## config.mk

```make
export PLATFORM = sky130hd
export DESIGN_NAME = uart_tx_arbiter
export DESIGN_NICKNAME = d
export VERILOG_FILES = /design/src/rtl/uart_tx_arbiter.sv
export SDC_FILE = /design/constraint.sdc
export NUM_CORES = 1
export LEC_CHECK = 0
export BUFFER_PORTS_ARGS = -buffer_cell sky130_fd_sc_hd__buf_2
export CAP_MARGIN = 5
export CORE_AREA = 2 2 51 53
export DETAILED_ROUTE_END_ITERATION = 8
export DIE_AREA = 0 0 53 55
export GPL_TIMING_DRIVEN = 0
export PLACE_DENSITY = 0.77
export REMOVE_ABC_BUFFERS = 1
export SLEW_MARGIN = 20
export SYNTH_ARGS = -nofsm -noshare
export SYNTH_HDL_FRONTEND = slang
export SYNTH_SLANG_ARGS = --single-unit
export TNS_END_PERCENT = 1
```

## constraint.sdc

```tcl
create_clock -name clk -period 1.8 [get_ports clk]
set_input_delay 0.36 -clock clk [delete_from_list [all_inputs] [get_ports clk]]
set_output_delay 0.36 -clock clk [all_outputs]
set_load 0.005 [all_outputs]
```

## src/rtl/uart_tx_arbiter.sv

```systemverilog
// Purpose : round-robin arbiter giving NUM_REQ byte sources turns on one shared UART transmitter.
// Latency : a byte accepted in cycle N gives tx_start in cycle N+1; the next accept comes no earlier than the cycle after tx_done.
// Backpress: req_ready is offered only in IDLE, one-hot to the winner; requesters hold req_valid until they see req_ready.
//
// Ports:
//   clk, rst                 - single clock; synchronous active-high reset
//   req_valid/req_data       - per-requester byte offer; byte i is at [DATA_W*i +: DATA_W]
//   req_ready                - combinational one-hot accept, high in IDLE only
//   tx_start/tx_data/tx_done - handshake with the shared transmitter
//   grant_id, busy           - current owner and "not IDLE" status
//   timeout_err              - sticky watchdog flag
//
// Build option: define UART_ARB_TIMEOUT_EN to enable the WAIT watchdog.
// Without it, WAIT exits only on tx_done and timeout_err is tied low.
module uart_tx_arbiter #(
    parameter  int NUM_REQ        = 4,
    parameter  int DATA_W         = 8,
    parameter  int TIMEOUT_CYCLES = 65536,
    localparam int GID_W          = $clog2(NUM_REQ)
) (
    input  logic                      clk,
    input  logic                      rst,
    input  logic [NUM_REQ-1:0]        req_valid,
    input  logic [NUM_REQ*DATA_W-1:0] req_data,
    output logic [NUM_REQ-1:0]        req_ready,
    output logic                      tx_start,
    output logic [DATA_W-1:0]         tx_data,
    input  logic                      tx_done,
    output logic [GID_W-1:0]          grant_id,
    output logic                      busy,
    output logic                      timeout_err
);

    typedef enum logic [1:0] {
        IDLE  = 2'd0,
        START = 2'd1,
        WAIT  = 2'd2
    } state_t;

    state_t              state_q, state_d;
    logic [GID_W-1:0]    rr_ptr_q, rr_ptr_d;
    logic [GID_W-1:0]    grant_id_q, grant_id_d;
    logic [DATA_W-1:0]   tx_data_q, tx_data_d;
    logic                tx_start_q, tx_start_d;
    logic                busy_q, busy_d;

`ifdef UART_ARB_TIMEOUT_EN
    localparam int CNT_W = (TIMEOUT_CYCLES > 2) ? $clog2(TIMEOUT_CYCLES) : 1;
    logic [CNT_W-1:0]    wait_cnt_q, wait_cnt_d;
    logic                timeout_err_q, timeout_err_d;
`endif

    // Winner search: the first valid bit at or after rr_ptr, wrapping at NUM_REQ-1.
    // Walk the offsets from the highest down so that the smallest offset is written last and wins.
    logic                any_vld;
    logic [GID_W-1:0]    win_idx;
    int                  scan_idx;

    always_comb begin
        any_vld  = 1'b0;
        win_idx  = '0;
        scan_idx = 0;
        for (int k = NUM_REQ - 1; k >= 0; k--) begin
            scan_idx = int'(rr_ptr_q) + k;
            if (scan_idx >= NUM_REQ) begin
                scan_idx = scan_idx - NUM_REQ;
            end
            if (req_valid[scan_idx]) begin
                any_vld = 1'b1;
                win_idx = GID_W'(scan_idx);
            end
        end
    end

    // Pointer that follows the current owner; used both on tx_done and on watchdog expiry.
    logic [GID_W-1:0]    next_ptr;
    assign next_ptr = (grant_id_q == GID_W'(NUM_REQ - 1)) ? '0 : grant_id_q + GID_W'(1);

    always_comb begin
        state_d    = state_q;
        rr_ptr_d   = rr_ptr_q;
        grant_id_d = grant_id_q;
        tx_data_d  = tx_data_q;
        tx_start_d = 1'b0;
        req_ready  = '0;
`ifdef UART_ARB_TIMEOUT_EN
        wait_cnt_d    = wait_cnt_q;
        timeout_err_d = timeout_err_q;
`endif
        case (state_q)
            IDLE: begin
                // No accept is offered during reset, so no requester can
                // believe it handed off a byte that reset then discards.
                if (any_vld && !rst) begin
                    req_ready[win_idx] = 1'b1;
                    tx_data_d          = req_data[DATA_W*win_idx +: DATA_W];
                    grant_id_d         = win_idx;
                    tx_start_d         = 1'b1;
                    state_d            = START;
                end
            end
            START: begin
                state_d = WAIT;
`ifdef UART_ARB_TIMEOUT_EN
                wait_cnt_d = '0;
`endif
            end
            WAIT: begin
                // tx_done has priority over the watchdog expiring in the same cycle.
                if (tx_done) begin
                    rr_ptr_d = next_ptr;
                    state_d  = IDLE;
                end
`ifdef UART_ARB_TIMEOUT_EN
                else if (wait_cnt_q == CNT_W'(TIMEOUT_CYCLES - 1)) begin
                    timeout_err_d = 1'b1;
                    rr_ptr_d      = next_ptr;
                    state_d       = IDLE;
                end else begin
                    wait_cnt_d = wait_cnt_q + CNT_W'(1);
                end
`endif
            end
            default: begin
                state_d = IDLE;
            end
        endcase
        busy_d = (state_d != IDLE);
    end

    always_ff @(posedge clk) begin
        if (rst) begin
            state_q    <= IDLE;
            rr_ptr_q   <= '0;
            grant_id_q <= '0;
            tx_data_q  <= '0;
            tx_start_q <= 1'b0;
            busy_q     <= 1'b0;
`ifdef UART_ARB_TIMEOUT_EN
            wait_cnt_q    <= '0;
            timeout_err_q <= 1'b0;
`endif
        end else begin
            state_q    <= state_d;
            rr_ptr_q   <= rr_ptr_d;
            grant_id_q <= grant_id_d;
            tx_data_q  <= tx_data_d;
            tx_start_q <= tx_start_d;
            busy_q     <= busy_d;
`ifdef UART_ARB_TIMEOUT_EN
            wait_cnt_q    <= wait_cnt_d;
            timeout_err_q <= timeout_err_d;
`endif
        end
    end

    assign tx_start = tx_start_q;
    assign tx_data  = tx_data_q;
    assign grant_id = grant_id_q;
    assign busy     = busy_q;
`ifdef UART_ARB_TIMEOUT_EN
    assign timeout_err = timeout_err_q;
`else
    assign timeout_err = 1'b0;
`endif

endmodule

```

==> metrics.md <==
| Metric | Value |
|---|---|
| Layout area overhead | `53.6%` |
| Unique masters post-synth | `31` |
| Sequential share of the synthesized area | `32.4%` |
| Tmin final | `1.88 ns` |
| Die width | `53 µm` |
| Final worst slack | `-0.0812 ns` |
| Share of post-route cells with drive strength above 1 | `53.9%` |
| Gr usage total | `23.6%` |
| Count leader, synth | `dfxtp_1` |
| DIE AREA | `2920 µm²` |
| Final antenna-violating net count | `0` |
| Status | `complete, but fails checks` |
| Crit path max fanout | `3` |
| Initial Util | `41.9%` |
| Arrival time worst endpoint | `1.52 ns` |
| Routability cong. | `0.733` |
| WP data required | `1.44 ns` |
| Async S/R FF share, synth | `0%` |
| Place WS | `-0.438 ns` |
| Syn Area/Cell | `9.25 µm²` |
| Design area | `1520 µm²` |
| Fmax | `532 MHz` |
| Mapped cell area | `990 µm²` |
| CP max stage delay | `0.38 ns` |
| Leak | `0.727 nW` |
| Fin Clk Skew | `0.000428 ns` |
| Startpoint types | `register` |
| Unrepaired setup endpoints after global routing | `true` |
| Clock Path Buffers | `2` |
| IO Count | `56` |
| Post-Synthesis Cells | `107` |
| # port buffers | `54` |
| Clk_lat worst skew | `0.29 ns` |
| Row cnt | `18` |
| Area contributors post-synth | `dfxtp_1 32%, mux2i_1 12%, o21a_1 6.1%` |
| Worst setup EP type | `output pin` |
| Vias per inst | `5.31` |
| Final period utilization | `105%` |
| Post-synthesis register bit count | `16` |
| DRT iter0 DRCs | `6` |
| Top cells by count, synth | `16 x dfxtp_1, 12 x mux2i_1, 9 x nand2_1, 8 x o21a_1` |
| Placed cell area | `1250 µm²` |
| CTS Sinks | `16` |
| Number of inserted diodes | `0` |
| First-pass GRT wire length | `4910 µm` |
| Synth Flop Type | `dfxtp_1` |
| WL final | `3000 µm` |
| CTS tree | `built` |
| Final Max Tran Viols | `0` |
| Max_cap viols | `0` |
| TritonCTS Buffers | `3` |
| H-tree levels | `1` |
| Crit-path slowest cell | `dfxtp_2` |
| DR WL/cell | `14.3 µm` |
| Pre-antenna DRT Iters | `4` |
| Largest net degree at the start of global routing | `10` |
| Core Area | `2360 µm²` |
| Total congestion overflow | `0` |
| Post-DP HPWL | `1910 µm` |
| Worst path cell trace | `inv_1 > a21oi_1 > o221ai_4 > nor3_2 > buf_2` |
| Failing checks | `setup timing` |
| Vias in the first global route | `1146` |
| Fin Setup TNS | `-0.307 ns` |
| Fin Hold WS | `0.371 ns` |
| Pwr/cell area | `647 nW/µm²` |
| Setup violators final | `4` |
| Routed via count | `1115` |
| Area leader, netlist | `dfxtp_1` |
| CTS root buf | `clkbuf_4` |
| WS Path Type | `reg -> out` |
| Worst Hold Class | `in -> reg` |
| Fin. Hold Viols | `0` |
| Initial antenna violation count | `0` |
| Die height | `55 µm` |
| DRC | `0` |
| Worst VDD drop | `0.385 mV` |
| Final #Nets | `221` |
| Clk pin slew, worst setup/hold paths | `0.09 ns` |
| Final core occ | `64.3%` |
| Post-synth top area share | `32.4%` |
| Synth warn | `0` |
| Number of synthesized flops with an enable pin | `0` |
-- state kept, by name, summed over array words and instances, names as in the netlist --
name and flops:
tx_data 8, busy 1, grant_id 2, rr_ptr_q 2, tx_start 1, state_q 2
-- path summary, 6_finish.rpt --
check	startpoint	endpoint	slack [ns]	cells past startpoint
worst max-delay path	rr_ptr_q[0]$_SDFFE_PP0P_	req_ready[3]	-0.08	5
worst min-delay path	rst	grant_id[1]$_SDFFE_PP0P_	0.37	2
worst max register to register	rr_ptr_q[1]$_SDFFE_PP0P_	tx_data[3]$_SDFFE_PP0P_	0.13	8
worst min register to register	tx_data[0]$_SDFFE_PP0P_	tx_data[0]$_SDFFE_PP0P_	0.49	2
-- layout make-up --
cell class | instances | area (µm²)
fill | 213 | 845
multi-input combinational | 83 | 681
timing repair buffer | 75 | 432
sequential | 16 | 327
tap | 30 | 37.5
clock buffer | 4 | 36.3
inverter | 2 | 7.51
-- report_power, final --
| part | total [mW] | switching, mW | internal (mW) |
|---|---|---|---|
| Sequential | 0.421 | 0.0282 | 0.393 |
| Clock | 0.241 | 0.118 | 0.123 |
| Combinational | 0.322 | 0.151 | 0.172 |
-- repair_timing --
action / in CTS / in global routing
hold buffers: 0 / 0
gates resized for setup: 15 / 1
endpoints found under the setup margin: 13 / 6
pin swaps: 8 / 5
buffers inserted: 18 / 3
-- layer usage --
metal	part of all wire, %	global-route usage (%)	wire (µm)
met1	40	25.0	1190
met2	53	46.5	1590
met3	6.1	4.03	184
met4	1.2	8.97	35
met5	0	0	0
-- per-stage QoR --
step                      power (mW)  instances
after global routing            1.05        210
after floorplan                0.563        101
after detailed placement       0.677        185
after global placement         0.667        185
final                          0.984        210
after CTS                      0.973        207
-- placed cells by master, fill, tap and decap left out, drive strengths merged --
master,instances
buf,75
dfxtp,16
mux2i,12
nand2,9
o21a,8
nor3b,8
nor2,8
o21bai,7
o211ai,7
a21oi,5
nor3,5
clkbuf,4
nor4,3
inv,2
nand2b,2
o22ai,2
o221ai,2
a21boi,1
nand3b,1
or2,1
ha,1
conb,1
-- kinds of logic after synthesis --
family	Yosys count	synth area share, %
adder cells (fa/ha/maj)	1	1.26
flip-flops	16	32.4
AND/OR/NAND/NOR	37	23.8
buffers and inverters	8	5.81
other	1	0.379
multiplexers	12	12.1
AO/OA/AOI/OAI	32	24.3
-- worst max-delay path, delay by kind of cell (launching register included) --
kind,cells,cell delay [ns]
flops,1,0.38
simple gates,1,0.13
compound gates,2,0.51
buf+inv,2,0.20
(Power assumes the default switching activity.)
